--- config.mk ---
export PLATFORM = sky130hd
export DESIGN_NAME = button_debounce
export DESIGN_NICKNAME = d
export VERILOG_FILES = /design/src/rtl/button_debounce.sv
export SDC_FILE = /design/constraint.sdc
export NUM_CORES = 1
export LEC_CHECK = 0
export CAP_MARGIN = 15
export CORE_MARGIN = 2
export CORE_UTILIZATION = 52
export DETAILED_ROUTE_END_ITERATION = 10
export PLACE_DENSITY_LB_ADDON = 0.2
export SYNTH_ARGS = -nofsm -noshare
export SYNTH_HDL_FRONTEND = slang
export SYNTH_SLANG_ARGS = --single-unit
--- constraint.sdc ---
create_clock -name clk -period 1.72 [get_ports clk]
set_input_delay 0.172 -clock clk [delete_from_list [all_inputs] [get_ports clk]]
set_output_delay 0.172 -clock clk [all_outputs]
set_load 0.01 [all_outputs]
--- src/rtl/button_debounce.sv ---
// Single-channel push-button debouncer: 2-flop synchronizer, periodic sampling tick,
// and a 4-state stability FSM producing a clean level plus press/release one-shots.
module button_debounce #(
    parameter int unsigned TICK_CYCLES    = 1_000_000,
    parameter int unsigned STABLE_SAMPLES = 3
) (
    input  logic clk,
    input  logic rst,
    input  logic btn_in,
    output logic btn_level,
    output logic btn_press,
    output logic btn_release
);

    localparam int unsigned TW = $clog2(TICK_CYCLES);
    localparam int unsigned SW = $clog2(STABLE_SAMPLES + 1);
    localparam logic [TW-1:0] TickMax = TW'(TICK_CYCLES - 1);

    typedef enum logic [1:0] {
        StReleased,
        StPressPend,
        StPressed,
        StReleasePend
    } state_e;

    state_e        state_q, state_d;
    logic          s0_q, s1_q;
    logic [TW-1:0] tcnt_q;
    logic [SW-1:0] scnt_q, scnt_d;
    logic          level_q, level_d;
    logic          press_q, press_d;
    logic          release_q, release_d;
    logic          tick;
    logic          last_sample;

    assign tick        = (tcnt_q == TickMax);
    // Widen before the increment so the compare cannot wrap in SW bits.
    assign last_sample = ((32'(scnt_q) + 32'd1) == STABLE_SAMPLES);

    always_ff @(posedge clk or posedge rst) begin
        if (rst) begin
            s0_q      <= 1'b0;
            s1_q      <= 1'b0;
            tcnt_q    <= '0;
            scnt_q    <= '0;
            state_q   <= StReleased;
            level_q   <= 1'b0;
            press_q   <= 1'b0;
            release_q <= 1'b0;
        end else begin
            s0_q      <= btn_in;
            s1_q      <= s0_q;
            tcnt_q    <= tick ? '0 : tcnt_q + TW'(1);
            scnt_q    <= scnt_d;
            state_q   <= state_d;
            level_q   <= level_d;
            press_q   <= press_d;
            release_q <= release_d;
        end
    end

    always_comb begin
        state_d   = state_q;
        scnt_d    = scnt_q;
        press_d   = 1'b0;
        release_d = 1'b0;
        if (tick) begin
            unique case (state_q)
                StReleased: begin
                    if (s1_q) begin
                        if (STABLE_SAMPLES == 1) begin
                            state_d = StPressed;
                            press_d = 1'b1;
                        end else begin
                            state_d = StPressPend;
                            scnt_d  = SW'(1);
                        end
                    end
                end
                StPressPend: begin
                    if (!s1_q) begin
                        state_d = StReleased;
                        scnt_d  = '0;
                    end else if (last_sample) begin
                        state_d = StPressed;
                        scnt_d  = '0;
                        press_d = 1'b1;
                    end else begin
                        scnt_d = scnt_q + SW'(1);
                    end
                end
                StPressed: begin
                    if (!s1_q) begin
                        if (STABLE_SAMPLES == 1) begin
                            state_d   = StReleased;
                            release_d = 1'b1;
                        end else begin
                            state_d = StReleasePend;
                            scnt_d  = SW'(1);
                        end
                    end
                end
                StReleasePend: begin
                    if (s1_q) begin
                        state_d = StPressed;
                        scnt_d  = '0;
                    end else if (last_sample) begin
                        state_d   = StReleased;
                        scnt_d    = '0;
                        release_d = 1'b1;
                    end else begin
                        scnt_d = scnt_q + SW'(1);
                    end
                end
                default: state_d = StReleased;
            endcase
        end
        level_d = (state_d == StPressed) || (state_d == StReleasePend);
    end

    assign btn_level   = level_q;
    assign btn_press   = press_q;
    assign btn_release = release_q;

endmodule
### Word-level counts from Yosys, hierarchy flattened

Index checks and enable logic that the tools add are counted.
Widths: inputs -> output; s select.

* reductions and logical operators: 3
* eq/ne operators: 9
* $add $sub $neg: 3
* muxes and demuxes: 22

Operators with widths (count)
* $mux 2: 12
* $add 20x1->20 const B: 1
* $eq 20x20->1 const B: 1
* $mux 20: 1
* $pmux 2 s4: 2
* $eq 2x2->1 const B: 4
* $mux 1: 7
* $ne 2x2->1 const B: 2
* $add 2x1->3 const B: 1
* $eq 3x2->1 const B: 1
* $reduce_and 3->1: 1
* $add 2x1->2 const B: 1
* $eq 2x1->1 const B: 1
* $logic_not 2->1: 1
* $logic_or 1x1->1: 1

* input bits: 3
* word-level logic and storage cells: 45
* register bits: 29
* output and inout port bits: 3

### Depth between registers and ports, before layout

* word-level depth: 8
* mapped depth: 6
* mapped depth without buffers: 5

### Least setup slack after synthesis

No wires, ideal clock.

* path kind: reg-to-reg
* start: register tcnt_q[0]
* end: register level_q, in the netlist btn_level
* path buffers: 1
* data arrival time: 1755 ps
* setup slack: -162 ps
* data required time: 1593 ps
* clock period less this slack: 1882 ps
* setup time: 127 ps
* stages on the path, launching flop included: 7
* cells stage by stage: dfrtp_1 -> ha_1 -> nand4_2 -> or2_1 -> buf_4 -> or3_4 -> mux2_1

* word-level cells in the longest chain between the ends: 4
* elaborated cells between the ends (all ways): 5
* those cells by class: 3 x eq/ne; 1 x mux; 1 x reduce/logical

RTL lines
* start, declared: line 28 `logic [TW-1:0] tcnt_q;`
* start signal, assigned: line 53 `tcnt_q <= tick ? '0 : tcnt_q + TW'(1);`
* $eq 20x20->1 (*): line 36 `assign tick = (tcnt_q == TickMax);`
* $mux 2 (*): line 67 `if (tick) begin`
* $eq 2x2->1: line 118 `level_d = (state_d == StPressed) || (state_d == StReleasePend);`
* $logic_or 1x1->1 (*): line 118
* net level_d: line 30 `logic level_q, level_d;`
* end signal, assigned: line 56 `level_q <= level_d;`
* end, declared: line 30

Mark *: on every way through the listed nets, which the timed path passes. The rest lies on a longest branch.
A chain may end at the register's enable or synchronous reset.

### Final worst setup path

* start: register tcnt_q[10]
* end: register state_q[1]

* word-level cells in the longest chain between the ends: 2

RTL lines
* $eq 20x20->1: line 36
* $mux 2: line 67
* net state_d[1]: line 26 `state_e state_q, state_d;`
* end signal, assigned: line 46 `state_q <= StReleased;`
* end signal, assigned: line 55 `state_q <= state_d;`
* end, declared: line 26

The timed path passes the listed nets, and every way through them passes these cells.

==> reports/metrics.csv <==
stage;metric;value;unit
run_status;status;complete, but fails checks;
run_status;violations;setup timing;
critical_path;worst-path-max-fanout;4;
synthesis;yosys.area.top_type;dfrtp_1;
floorplanning;die_w;55.38;um
timing;rsz0062_at_grt;true;
global_routing;antenna_found_initial;0;
final_layout;area_growth;31.72;%
clock_network;clkTransAtPathRegs;0.09;ns
synthesis;synth_top_area_share;52.87;%
global_routing;gr-usage-all-layers;20.39;%
placed_design;dp.final_hpwl;1937;um
critical_path;startpoint_type;flip-flop;
clock_network;clkSinkCount;29;
route;wl_per_cell;15.49;um
floorplanning;rows;18;
synthesis;synth_area_per_cell;11.16;um^2
timing;hold_viol_final;0;
route;vias;1033;
final_layout;nets;162;
power_and_ir_drop;max-vdd-ir-drop;0.0005974;V
timing;slew_violations;0;
timing;finalClockSkew;0.003963;ns
timing;max_freq;568.2;MHz
synthesis;synth-seq-cells;29;
synthesis;yosysMostFrequentCell;dfrtp_1;
synthesis;synth_cells;123;
global_routing;grt_pass1_wl;4692;um
timing;postLayoutSetupSlackWorst;-0.04009;ns
clock_network;clock_latency;0.33;ns
route;postRouteAntennaNets;0;
synthesis;syn_nets;127;
synthesis;synthTopCellsByArea;dfrtp_1, xnor2_1, xor2_1;
critical_path;cp-end-kind;flip-flop;
clock_network;cts_root_buf;clkbuf_4;
timing;whs;0.1405;ns
global_routing;grt_max_degree;20;
timing;max-slew-margin-rel;69.67;%
clock_network;cts.path.max_buffers;2;
route;dr.pass1.iters;4;
final_layout;layout-drive-gt1-share;34.18;%
placed_design;io_buffers;5;
synthesis;post_synth_instance_area;1373;um^2
route;drt_iter0_markers;19;
clock_network;cts_buffers;5;
final_layout;utilization;72.32;%
synthesis;synth_enable_flop_cells;0;
timing;period_minus_slack;1.760;ns
min_path;holdCritPathClass;in -> async;
synthesis;synth.top_cells.by_count;dfrtp_1, nor2_1, xnor2_1, xor2_1, nand2_1;
route;wirelength;2913;um
global_routing;overflow;0;
route;post-route-drc-count;0;
critical_path;path_class;reg -> reg;
job;cap_violations;0;
placed_design;place_ws;-0.1877;ns
timing;worst_slew_pin_slew;0.4545;ns
synthesis;yosysWarnings;0;
power_and_ir_drop;powerDensity;626.6;nW/um^2
final_layout;antenna_cells;0;
power_and_ir_drop;leakage;0.8267;nW
timing;setup_violations;4;
synthesis;ys.flop_type;dfrtp_1;
route;vias_per_cell;5.495;
critical_path;crit_required;1.94;ns
floorplanning;io_pins;6;
placed_design;place.gp.congestion;0.7943;
synthesis;yosysSeqAreaShare;52.87;%
critical_path;cp.arrival;1.98;ns
global_routing;first_global_vias;1020;
timing;fin_crit_sh;102.3;%
timing;final.setup.tns;-0.1105;ns
floorplanning;dieArea;3066;um^2
clock_network;cts_hold_buf;0;
synthesis;async_flop_share;100.0;%
synthesis;ys_types;39;
floorplanning;start_util;54.90;%
floorplanning;core_area;2500;um^2
clock_network;cts_tree;done;
floorplanning;die_y;55.38;um
clock_network;cts_htree_levels;2;
-- worst max-delay path: stages (launching register included) --
cell	delay, ns
dfrtp_1	0.41
nor4b_4	0.32
nand4_2	0.18
or3_4	0.42
mux2_1	0.31
-- cell families (layout without fill, tap and decap cells) --
family | after synthesis | count (layout) | synth area share (%)
and+or+nand+nor | 55 | 55 | 24.98
adders and majority gates | 1 | 1 | 0.9114
AOI/OAI and AO/OA | 11 | 11 | 5.651
xor gates and xnor gates | 15 | 15 | 9.572
muxes | 4 | 4 | 3.190
DFF | 29 | 29 | 52.87
buffers and inverters | 8 | 43 | 2.825
-- power breakdown --
| group | switching (mW) | internal, mW |
|---|---|---|
| Combinational | 0.0161 | 0.0106 |
| Clock | 0.228 | 0.193 |
| Sequential | 0.00213 | 0.683 |
| Total | 0.246 | 0.887 |
-- worst paths after layout --
kind	from	to	slack, ns	cells past startpoint
max	tcnt_q[10]	state_q[1]	-0.04	4
min	rst	state_q[0]	0.14	2
max reg2reg	tcnt_q[10]	state_q[1]	-0.04	4
min reg2reg	s0_q	s1_q	0.35	0
max in group asynchronous	rst	tcnt_q[3]	1.13	3
min in group clk	btn_in	s0_q	0.28	1
-- area by class of cell --
class,count,area [um^2]
sequential,29,725.7
multi-input combinational,86,698.2
timing repair buffer,31,272.8
fill,173,691.9
inverter,5,18.77
tap,30,37.54
clock buffer,7,55.05
-- layer usage --
metal | GRT usage, % | vias up | share of wire, %
met3 | 7.728 | 6 | 3.8
met1 | 26.34 | 508 | 43
met2 | 31.29 | 17 | 52
li1 | - | 502 | -
met5 | 0 | - | 0
met4 | 7.317 | 0 | 1.5
-- what timing repair did --
item,in CTS,in global routing
setup buffers,3,1
resized for setup,5,14
pin swaps,5,8
setup endpoints to repair,5,13
-- state kept, by name, summed over array words and instances, names as in the netlist --
register / cells
s1_q: 1
s0_q: 1
tcnt_q: 20
btn_level: 1
scnt_q: 2
btn_release: 1
btn_press: 1
state_q: 2
-- stage by stage --
step	instance area, um^2	power, mW	std cells
5_1_grt	1808	1.184	188
6_report	1808	1.133	188
2_1_floorplan	1379	0.7117	123
3_5_place_dp	1620	0.7263	177
3_3_place_gp	1620	0.7256	177
4_1_cts	1723	1.152	187
-- placed cells by master (no fill, tap or decap), types with 2 or more instances in the layout --
cell type,n
xor2_1,7
dfrtp_1,29
nand3_1,5
nand4_1,3
clkbuf_4,5
or3_4,2
nor2b_1,3
nor4_1,2
or2_4,2
nand2_1,6
buf_4,21
nor3b_2,2
xnor2_1,8
o31ai_1,2
nor3_1,2
buf_6,4
nor4_4,2
nand4_2,2
clkdlybuf4s50_1,5
nor2_1,11
inv_1,5
a21oi_1,3
Note: power is estimated with default switching activity, not from simulation.
